File: config.mk
export PLATFORM = sky130hd
export DESIGN_NAME = if_fetch_stage
export DESIGN_NICKNAME = d
export VERILOG_FILES = /design/src/rtl/if_fetch_stage_pkg.sv /design/src/rtl/if_fetch_stage_pc_target_sel.sv /design/src/rtl/if_fetch_stage.sv
export SDC_FILE = /design/constraint.sdc
export NUM_CORES = 1
export LEC_CHECK = 0
export CAP_MARGIN = 20
export CORE_ASPECT_RATIO = 1.4
export CORE_MARGIN = 2
export CORE_UTILIZATION = 43
export CTS_CLUSTER_SIZE = 8
export DETAILED_ROUTE_END_ITERATION = 16
export PLACE_DENSITY = 0.81
export REMOVE_ABC_BUFFERS = 1
export SLEW_MARGIN = 20
export SYNTH_ARGS = -nofsm -noshare
export SYNTH_HDL_FRONTEND = slang
export SYNTH_HIERARCHICAL = 1
export SYNTH_SLANG_ARGS = --single-unit
File: constraint.sdc
create_clock -name clk -period 2.7 [get_ports clk]
set_input_delay 0.54 -clock clk [delete_from_list [all_inputs] [get_ports clk]]
set_output_delay 0.54 -clock clk [all_outputs]
set_load 0.02 [all_outputs]
File: src/rtl/if_fetch_stage_pkg.sv
// Shared definitions for the instruction-fetch stage: PC source encodings,
// FSM state encodings, the NOP word and the default reset PC.
package if_fetch_stage_pkg;

  localparam logic [31:0] RESET_PC_DEFAULT = 32'h0000_0000;
  localparam logic [31:0] NOP_WORD         = 32'h0000_0000;

  // Next-PC source selected by branch/jump resolution
  typedef enum logic [1:0] {
    PCSRC_SEQ = 2'b00,
    PCSRC_BR  = 2'b01,
    PCSRC_J   = 2'b10,
    PCSRC_JR  = 2'b11
  } pc_src_e;

  // FETCH: request at PC; HOLD: instruction buffered while stalled;
  // DRAIN: waiting out a response that was orphaned by a redirect
  typedef enum logic [1:0] {
    ST_FETCH = 2'b00,
    ST_HOLD  = 2'b01,
    ST_DRAIN = 2'b10
  } fetch_state_e;

endpackage

File: src/rtl/if_fetch_stage_pc_target_sel.sv
// Next-PC target mux: picks sequential PC+4 or one of the three redirect
// targets according to PC_Src. Purely combinational.
module pc_target_sel
  import if_fetch_stage_pkg::*;
(
  input  logic [1:0]  pc_src,
  input  logic [31:0] pc_plus4,
  input  logic [31:0] branch_target,
  input  logic [31:0] jump_target,
  input  logic [31:0] jr_target,
  output logic [31:0] target
);

  // 4:1 select of the next PC candidate
  always_comb begin
    target = pc_plus4;
    case (pc_src)
      PCSRC_BR: target = branch_target;
      PCSRC_J:  target = jump_target;
      PCSRC_JR: target = jr_target;
      default:  target = pc_plus4;
    endcase
  end

endmodule

File: src/rtl/if_fetch_stage.sv
// Instruction-fetch stage: owns the PC, issues instruction-memory requests
// over a ready handshake and hands instruction + PC+4 to IF_ID, emitting a
// NOP bubble whenever no instruction is available.
// Optional feature: define FETCH_PERF_CNT_EN to add the bubble_cnt output.
module if_fetch_stage
  import if_fetch_stage_pkg::*;
#(
  parameter logic [31:0] RESET_PC = RESET_PC_DEFAULT
) (
  input  logic        clk,
  input  logic        rst,
  input  logic        PC_Write,
  input  logic [1:0]  PC_Src,
  input  logic [31:0] branch_target,
  input  logic [31:0] jump_target,
  input  logic [31:0] jr_target,
  output logic        imem_req,
  output logic [31:0] imem_addr,
  input  logic        imem_ready,
  input  logic [31:0] imem_rdata,
  output logic [31:0] PC_out,
  output logic        fetch_valid,
  output logic [31:0] instruction_out,
  output logic [31:0] PC_NEXT_out
`ifdef FETCH_PERF_CNT_EN
  ,
  output logic [31:0] bubble_cnt
`endif
);

  fetch_state_e state_reg;
  logic [31:0]  pc_reg;
  logic [31:0]  req_addr_reg;
  logic [31:0]  buf_instr_reg;
  logic [31:0]  buf_pcnext_reg;

  logic [31:0]  pc_plus4;
  logic [31:0]  redirect_pc;
  logic         redirect;

  // PC+4 wraps naturally at 2^32
  assign pc_plus4 = pc_reg + 32'd4;
  // A redirect from a stalled stage is ignored; that stage re-presents it
  assign redirect = (PC_Src != PCSRC_SEQ) && PC_Write;
  assign PC_out   = pc_reg;

  pc_target_sel u_target_sel (
    .pc_src        (PC_Src),
    .pc_plus4      (pc_plus4),
    .branch_target (branch_target),
    .jump_target   (jump_target),
    .jr_target     (jr_target),
    .target        (redirect_pc)
  );

  // Request and delivery outputs; delivery is combinational from imem_rdata
  always_comb begin
    imem_req        = 1'b0;
    imem_addr       = pc_reg;
    fetch_valid     = 1'b0;
    instruction_out = NOP_WORD;
    PC_NEXT_out     = 32'h0;
    case (state_reg)
      ST_FETCH: begin
        imem_req = 1'b1;
        if (imem_ready && !redirect) begin
          fetch_valid     = 1'b1;
          instruction_out = imem_rdata;
          PC_NEXT_out     = pc_plus4;
        end
      end
      ST_HOLD: begin
        if (!redirect) begin
          fetch_valid     = 1'b1;
          instruction_out = buf_instr_reg;
          PC_NEXT_out     = buf_pcnext_reg;
        end
      end
      ST_DRAIN: begin
        imem_req  = 1'b1;
        imem_addr = req_addr_reg;
      end
      default: ;
    endcase
  end

  // Fetch FSM: PC update, stall buffering and redirect draining
  always_ff @(posedge clk) begin
    if (rst) begin
      state_reg      <= ST_FETCH;
      pc_reg         <= RESET_PC;
      req_addr_reg   <= 32'h0;
      buf_instr_reg  <= NOP_WORD;
      buf_pcnext_reg <= 32'h0;
    end else begin
      case (state_reg)
        ST_FETCH: begin
          if (imem_ready) begin
            if (redirect) begin
              pc_reg <= redirect_pc;
            end else if (PC_Write) begin
              pc_reg <= pc_plus4;
            end else begin
              buf_instr_reg  <= imem_rdata;
              buf_pcnext_reg <= pc_plus4;
              state_reg      <= ST_HOLD;
            end
          end else if (redirect) begin
            // Outstanding request must complete before the target is issued
            req_addr_reg <= pc_reg;
            pc_reg       <= redirect_pc;
            state_reg    <= ST_DRAIN;
          end
        end
        ST_HOLD: begin
          if (redirect) begin
            pc_reg    <= redirect_pc;
            state_reg <= ST_FETCH;
          end else if (PC_Write) begin
            pc_reg    <= pc_plus4;
            state_reg <= ST_FETCH;
          end
        end
        ST_DRAIN: begin
          if (redirect) begin
            pc_reg <= redirect_pc;
          end
          if (imem_ready) begin
            state_reg <= ST_FETCH;
          end
        end
        default: state_reg <= ST_FETCH;
      endcase
    end
  end

`ifdef FETCH_PERF_CNT_EN
  logic [31:0] bubble_cnt_reg;
  assign bubble_cnt = bubble_cnt_reg;

  // Count every non-reset cycle that delivers a bubble
  always_ff @(posedge clk) begin
    if (rst) begin
      bubble_cnt_reg <= 32'h0;
    end else if (!fetch_valid) begin
      bubble_cnt_reg <= bubble_cnt_reg + 32'd1;
    end
  end
`endif

endmodule

==> key figures, run 1 <==
Min path
  – Hold depth: 2
  – Hold Crit Class: register to register
  – Hold Startpoint: req_addr_reg[4]
  – WHS Endpoint: req_addr_reg[4]

Detailed routing
  – WL per Instance: 20.0 um
  – Drc violations: 0
  – DR vias: 9889
  – Router iterations before antenna repair: 6
  – Via density: 5.94
  – Post-Route WL: 33300 um
  – Post-route ant nets: 0
  – Iteration-0 DRC Markers: 914

Place
  – IO Port Bufs: 263
  – Placer Congestion: 0.995
  – Final HPWL DP: 22700 um
  – Placed cell count: 1603

Setup path
  – CP delay by family, top: simple AND/OR/NAND/NOR gates
  – CP bufs+invs: 3
  – Register-to-Register Setup Slack: -0.18 ns
  – Worst R2R End: PC_out[30]
  – Crit path top cell by count: buf_4
  – R2R Path Start: PC_out[12]
  – Worst path required time: 2.16 ns
  – CP max FO: 5
  – Startpoint types: register
  – Worst EP arrival: 2.37 ns
  – Worst Setup End Kind: output port
  – Slowest stage delay, CP: 0.59 ns
  – Critical-path top delay cell: or4_4
  – Critical path type: register to output port
  – R2R depth: 10
  – Crit-path cells: nand4_4, or4_4, buf_4, buf_6, nor3_4, xnor2_2, o21ai_1, buf_4
  – Worst setup startpoint: PC_out[12]

Floorplan
  – Initial Utilization: 43.4%
  – Die Span X: 121 um
  – Num rows: 60
  – Die area: 20400 um2
  – Core box area: 19100 um2
  – Io pins: 264
  – Die Ht: 168 um

Run
  – Max-cap violations: 0

Power and ir drop
  – P per Cell Area: 524 nW/um2
  – Final Power: 6.89 mW
  – IR Drop Worst-Case VDD: 0.386 mV
  – Static Leak: 5.44 nW

STA
  – Setup-failing EPs final: 19
  – Count of pins over their slew limit: 0
  – Max Clk Rate: 344 MHz
  – Clock skew: 0.00765 ns
  – Worst hold margin: 0.450 ns
  – TNS Setup: -1.94 ns
  – Tcrit/Tclk final: 108%
  – RSZ-0062 raised after global routing: yes
  – Fin crit period: 2.91 ns
  – Rel. slew slack: 56.7%
  – Post-route setup slack: -0.211 ns
  – Least-Margin Pin Slew: 0.643 ns
  – Final Hold Vio Count: 0

Global route
  – First-pass GRT wire length: 50300 um
  – GR Util All Layers: 31.4%
  – Initial antenna violation count: 0
  – Total grt overflow: 0
  – Vias in the first global route: 9430
  – Pin count of the biggest net entering global routing: 91

Clocking
  – Reg clk slew, reported paths: 0.06 ns
  – Hold Buf Count CTS: 0
  – CTS tree: built
  – CTS sink count: 130
  – Clock Latency Late Sink: 0.42 ns
  – Root Driver: clkbuf_16
  – CTS Buffer Depth: 2
  – H-tree depth: 4
  – TritonCTS buffer count: 17

Logic synthesis
  – Syn avg cell area: 7.87 um2
  – Commonest cells in the netlist: nand2_1, dfxtp_1, a21oi_1
  – Sequential area share after synthesis: 31.4%
  – Post-synth top area cell: dfxtp_1
  – Number of unique standard cell types used by synthesis: 67
  – Synth Warn #: 6
  – Synth Flop Type: dfxtp_1
  – Yosys top cell area share: 31.4%
  – Most numerous cell in the Yosys netlist: nand2_1
  – Cell count after synthesis: 1052
  – Post-synth ARST share: 0%
  – Area of the mapped netlist: 8280 um2
  – Number of synthesized register bits: 130
  – Number of enable flip-flop cells after synthesis: 0
  – Top cells by area, synth: dfxtp_1, nand2_1, mux4_2

Cells and area
  – # diodes: 0
  – NumNets Final: 1543
  – Area Growth Syn to Fin: 58.7%
  – Non-Filler Instances: 1665
  – Post-layout util: 68.9%
  – Layout cell share with drive strength beyond 1: 29.9%

Status
  – Status: complete, but fails checks
  – Failing checks: negative setup slack
## stage by stage
step	setup slack (ns)	area, um2
3_3_place_gp	-0.300	12000
6_report	-0.211	13100
3_5_place_dp	-0.391	12000
5_1_grt	-0.258	13100
4_1_cts	-0.153	12900
2_1_floorplan	-1.48	7800
## worst max path at each step
stage                      endpoint  slack [ns]  depth (start not counted)
floorplan            PC_NEXT_out[0]       -1.48                          4
global route        PC_NEXT_out[25]       -0.26                          8
CTS                 PC_NEXT_out[31]       -0.15                          7
finish              PC_NEXT_out[25]       -0.21                          8
global placement    PC_NEXT_out[27]       -0.30                          7
detailed placement   PC_NEXT_out[6]       -0.39                          7
## report_power, final
group          switching, mW  internal, mW  total (mW)  leakage, nW
clock network          0.917          1.67        2.58        0.314
registers             0.0934          2.05        2.14         1.07
logic                   1.16          1.01        2.16         4.06
## worst reg2reg max path, cell delays in order (launching register included)
cell      delay, ns
dfxtp_4        0.38
nand4_4        0.13
or4_4          0.57
nor3_2         0.12
buf_4          0.17
xnor2_4        0.13
inv_1          0.06
mux4_2         0.51
mux2_4         0.30
a221oi_2       0.27
a221oi_1       0.11
## what timing repair did
item,CTS,global route
pin swaps,33,34
setup buffers,19,11
gates resized for setup,294,130
gates cloned,1,0
endpoints found under the hold margin,0,0
endpoints found under the setup margin,101,80
## placed cells by master (no fill, tap or decap), types with 5 or more instances in the layout
| cell | instances |
|---|---|
| dlymetal6s2s_1 | 7 |
| a21oi_1 | 101 |
| buf_2 | 15 |
| o22ai_1 | 9 |
| nor3_4 | 5 |
| nand3_2 | 5 |
| nand3_1 | 9 |
| dfxtp_1 | 117 |
| dfxtp_2 | 9 |
| mux2_2 | 28 |
| xnor2_1 | 7 |
| clkbuf_2 | 21 |
| bufinv_16 | 5 |
| nand4_1 | 11 |
| a31oi_1 | 7 |
| nor2_1 | 68 |
| o21ai_0 | 46 |
| dlygate4sd2_1 | 37 |
| o221ai_1 | 6 |
| buf_6 | 16 |
| a2111oi_0 | 5 |
| inv_1 | 37 |
| clkbuf_16 | 17 |
| o21ai_2 | 7 |
| nor2_4 | 6 |
| buf_12 | 10 |
| buf_4 | 168 |
| xnor2_2 | 7 |
| o21a_1 | 5 |
| o21ai_1 | 20 |
| a22o_1 | 37 |
| a211oi_1 | 30 |
| nand2_1 | 197 |
| a22oi_1 | 7 |
| and3_1 | 6 |
| xor2_1 | 5 |
| mux4_2 | 32 |
| clkdlybuf4s50_1 | 161 |
## per-layer routing
layer / track usage (%) / wire length, um / vias up
met3: 5.93 / 2620 / 164
met2: 54.1 / 16500 / 588
met1: 36.4 / 12300 / 4652
li1: - / - / 4485
met4: 17.1 / 1840 / 0
met5: 0 / 0 / -
## cells by family (layout without fill, tap and decap cells)
logic type | count (synthesis) | count (layout) | synth area share (%)
AOI/OAI and AO/OA | 325 | 325 | 25.4
and+or+nand+nor | 359 | 359 | 19.2
buffers and inverters | 145 | 510 | 7.60
DFF | 130 | 130 | 31.4
xor gates and xnor gates | 25 | 25 | 2.64
muxes | 63 | 63 | 13.0
adders and majority gates | 5 | 5 | 0.755
## cell type report
| type | instances | area (um2) |
|---|---|---|
| inverters | 40 | 150 |
| fillers | 1525 | 5920 |
| clock inverters | 13 | 206 |
| well taps | 248 | 310 |
| clock buffers | 19 | 443 |
| multi-input cells | 777 | 5510 |
| repair buffers | 438 | 3900 |
| flip-flops and latches | 130 | 2630 |
(Power assumes the default switching activity.)
==> run 2: changes to the inputs <==
CORE_ASPECT_RATIO = not set   (was 1.4)
==> key figures, run 2 (synthesis gave the netlist of run 1 again) <==
Status
  – Status: complete, but fails checks (unchanged)
  – Failing checks: negative setup slack (unchanged)

Setup path
  – CP bufs+invs: 1 (was 3)
  – Worst Setup End Kind: register (was output port)
  – Slowest stage delay, CP: 0.53 ns (was 0.59 ns)
  – Crit-path cells: nand4_1, or4_4, nor3_4, xnor2_2, inv_1, mux4_2, mux2_4, a221oi_4, a221oi_2 (was nand4_4, or4_4, buf_4, buf_6, nor3_4, xnor2_2, o21ai_1, buf_4)
  – Register-to-Register Setup Slack: -0.17 ns (was -0.18 ns)
  – R2R Path Start: PC_out[20] (was PC_out[12])
  – CP max FO: 3 (was 5)
  – Worst EP arrival: 3.17 ns (was 2.37 ns)
  – R2R depth: 9 (was 10)
  – Worst path depth: 9 (was 8)
  – CP delay by family, top: simple AND/OR/NAND/NOR gates (unchanged)
  – Critical-path top delay cell: mux4_2 (was or4_4)
  – Worst R2R End: PC_out[30] (unchanged)
  – Startpoint types: register (unchanged)
  – Critical path type: register to register (was register to output port)
  – Worst path required time: 3.00 ns (was 2.16 ns)

Power and ir drop
  – Static Leak: 5.26 nW (was 5.44 nW)
  – Final Power: 6.79 mW (was 6.89 mW)
  – IR Drop Worst-Case VDD: 0.502 mV (was 0.386 mV)
  – Part of the power in registers: 31.5% (was 31.1%)
  – Combinational power share: 32.0% (was 31.4%)
  – Sw frac: 33.2% (was 31.5%)
  – NetSw: 2.25 mW (was 2.17 mW)
  – P per Cell Area: 519 nW/um2 (was 524 nW/um2)
  – Int Pwr: 4.54 mW (was 4.72 mW)
  – Clock network power share: 36.5% (was 37.5%)

Global route
  – Met2 Use GR: 53.8% (was 54.1%)
  – Met1 usage: 37.9% (was 36.4%)
  – Pin count of the biggest net entering global routing: 53 (was 91)
  – Met3 Use GR: 7.51% (was 5.93%)
  – Total grt overflow: 0 (unchanged)
  – Initial antenna violation count: 1 (was 0)
  – Gr busiest metal: met2 (unchanged)
  – First-pass GRT wire length: 50600 um (was 50300 um)
  – GR Util All Layers: 31.9% (was 31.4%)
  – Vias in the first global route: 9525 (was 9430)

STA
  – Tcrit/Tclk final: 106% (was 108%)
  – Final Hold Vio Count: 0 (unchanged)
  – Max Clk Rate: 348 MHz (was 344 MHz)
  – Setup-failing EPs final: 18 (was 19)
  – Clock skew: 0.0141 ns (was 0.00765 ns)
  – Post-route setup slack: -0.172 ns (was -0.211 ns)
  – Fin crit period: 2.87 ns (was 2.91 ns)
  – Count of pins over their slew limit: 0 (unchanged)
  – RSZ-0062 raised after global routing: yes (unchanged)
  – Rel. slew slack: 49.2% (was 56.7%)
  – Least-Margin Pin Slew: 0.762 ns (was 0.643 ns)

Min path
  – Hold depth: 2 (unchanged)
  – Hold Startpoint: buf_instr_reg[12] (was req_addr_reg[4])
  – WHS Endpoint: buf_instr_reg[12] (was req_addr_reg[4])
  – Hold Crit Class: register to register (unchanged)

Place
  – Final HPWL DP: 22500 um (was 22700 um)
  – IO Port Bufs: 263 (unchanged)
  – Placer Congestion: 1.01 (was 0.995)
  – Dpl ws: -0.372 ns (was -0.391 ns)

Cells and area
  – NumNets Final: 1531 (was 1543)
  – Area Growth Syn to Fin: 57.8% (was 58.7%)
  – Most common cell after layout, fill and taps aside: nand2_1 (unchanged)
  – Layout cell share with drive strength beyond 1: 29.8% (was 29.9%)
  – Commonest cells after routing, fill and taps aside: nand2_1, clkdlybuf4s50_1, buf_4 (was nand2_1, buf_4, clkdlybuf4s50_1)
  – # diodes: 0 (unchanged)

Detailed routing
  – WL per Instance: 20.2 um (was 20.0 um)
  – Post-Route WL: 33600 um (was 33300 um)
  – Iteration-0 DRC Markers: 1166 (was 914)
  – Post-route ant nets: 0 (unchanged)
  – DR vias: 9896 (was 9889)
  – Via density: 5.94 (about the same)
  – Drc violations: 0 (unchanged)
  – Router iterations before antenna repair: 5 (was 6)

Clocking
  – CTS sink count: 130 (unchanged)
  – TritonCTS buffer count: 17 (unchanged)
  – CTS Buffer Depth: 2 (unchanged)
  – CTS tree: built (unchanged)
  – Clock Latency Late Sink: 0.44 ns (was 0.42 ns)
  – Root Driver: clkbuf_16 (unchanged)
  – Reg clk slew, reported paths: 0.06 ns (about the same)
  – H-tree depth: 4 (unchanged)

Floorplan
  – Io pins: 264 (unchanged)
  – Die area: 20400 um2 (about the same)
  – Core box area: 18800 um2 (was 19100 um2)
  – Num rows: 50 (was 60)
  – Die Span X: 143 um (was 121 um)
  – Die Ht: 143 um (was 168 um)
  – Initial Utilization: 44.0% (was 43.4%)

Run
  – Max-cap violations: 0 (unchanged)
## run 2: cell types whose count changed in the layout (fill, tap and decap cells not counted), moves of 5 or more
| cell | previous run | this run |
|---|---|---|
| o21ai_0 | 46 | 52 |
| buf_4 | 168 | 159 |
| buf_6 | 16 | 10 |
| dfxtp_1 | 117 | 112 |
| dfxtp_2 | 9 | 14 |
| inv_6 | 2 | 7 |
| clkdlybuf4s15_2 | 2 | 19 |
| o21ai_2 | 7 | 2 |
| dlymetal6s2s_1 | 7 | 0 |
## run 2: through the flow
step           setup TNS (ns)  util [%]  std cells  hold WS [ns]  cell area (um2)
2_1_floorplan         -184.57         -        947         0.427             7800
3_3_place_gp           -17.62      63.3       1608         0.438            11900
3_5_place_dp           -20.83      63.3       1608         0.445            11900
4_1_cts                -0.915      68.3       1654         0.455            12900
5_1_grt                 -3.27      69.4       1665         0.471            13100
6_report                -1.48      69.4       1665         0.454            13100
## run 2: area by class of cell
type	instances	area, um2
clock inverters	15	195
well taps	260	325
inverters	40	150
clock buffers	17	425
repair buffers	426	3830
fillers	1443	5760
flip-flops and latches	130	2640
multi-input cells	777	5510
## run 2: tightest hold or removal path, delay by kind of cell, from the launching register on
family | cells | cell delay, ns
compound gates | 1 | 0.05
simple gates | 1 | 0.05
flops | 1 | 0.31
## run 2: per-layer routing
metal / vias up / part of all wire, %
met3: 125 / 9.9
met1: 4680 / 38
li1: 4469 / -
met4: 2 / 4.5
met2: 620 / 48
met5: - / 0.042
## run 2: what timing repair did
| item | CTS | global route |
|---|---|---|
| hold buffers | 0 | 0 |
| gates cloned | 1 | 0 |
| gates resized for setup | 326 | 86 |
| pin swaps | 29 | 24 |
| setup buffers | 14 | 12 |
| endpoints found under the setup margin | 108 | 82 |
## run 2: how the worst max path moves through the flow
stage / from / slack (ns) / end
2_1_floorplan: PC_Src[1] / -1.48 / PC_NEXT_out[0]
3_3_place_gp: PC_out[11] / -0.37 / PC_out[30]
3_5_place_dp: PC_out[13] / -0.37 / PC_out[30]
4_1_cts: PC_out[13] / -0.14 / PC_out[20]
5_1_grt: PC_out[13] / -0.24 / PC_out[31]
6_report: PC_out[20] / -0.17 / PC_out[30]
## run 2: power by group through the flow
stage / clock [mW] / sequential [mW] / combinational (mW)
floorplan: 0 / 2.28 / 0.869
global placement: 0 / 2.16 / 2.05
detailed placement: 0 / 2.17 / 2.09
CTS: 2.50 / 2.14 / 2.10
global route: 2.57 / 2.15 / 2.30
finish: 2.48 / 2.14 / 2.17
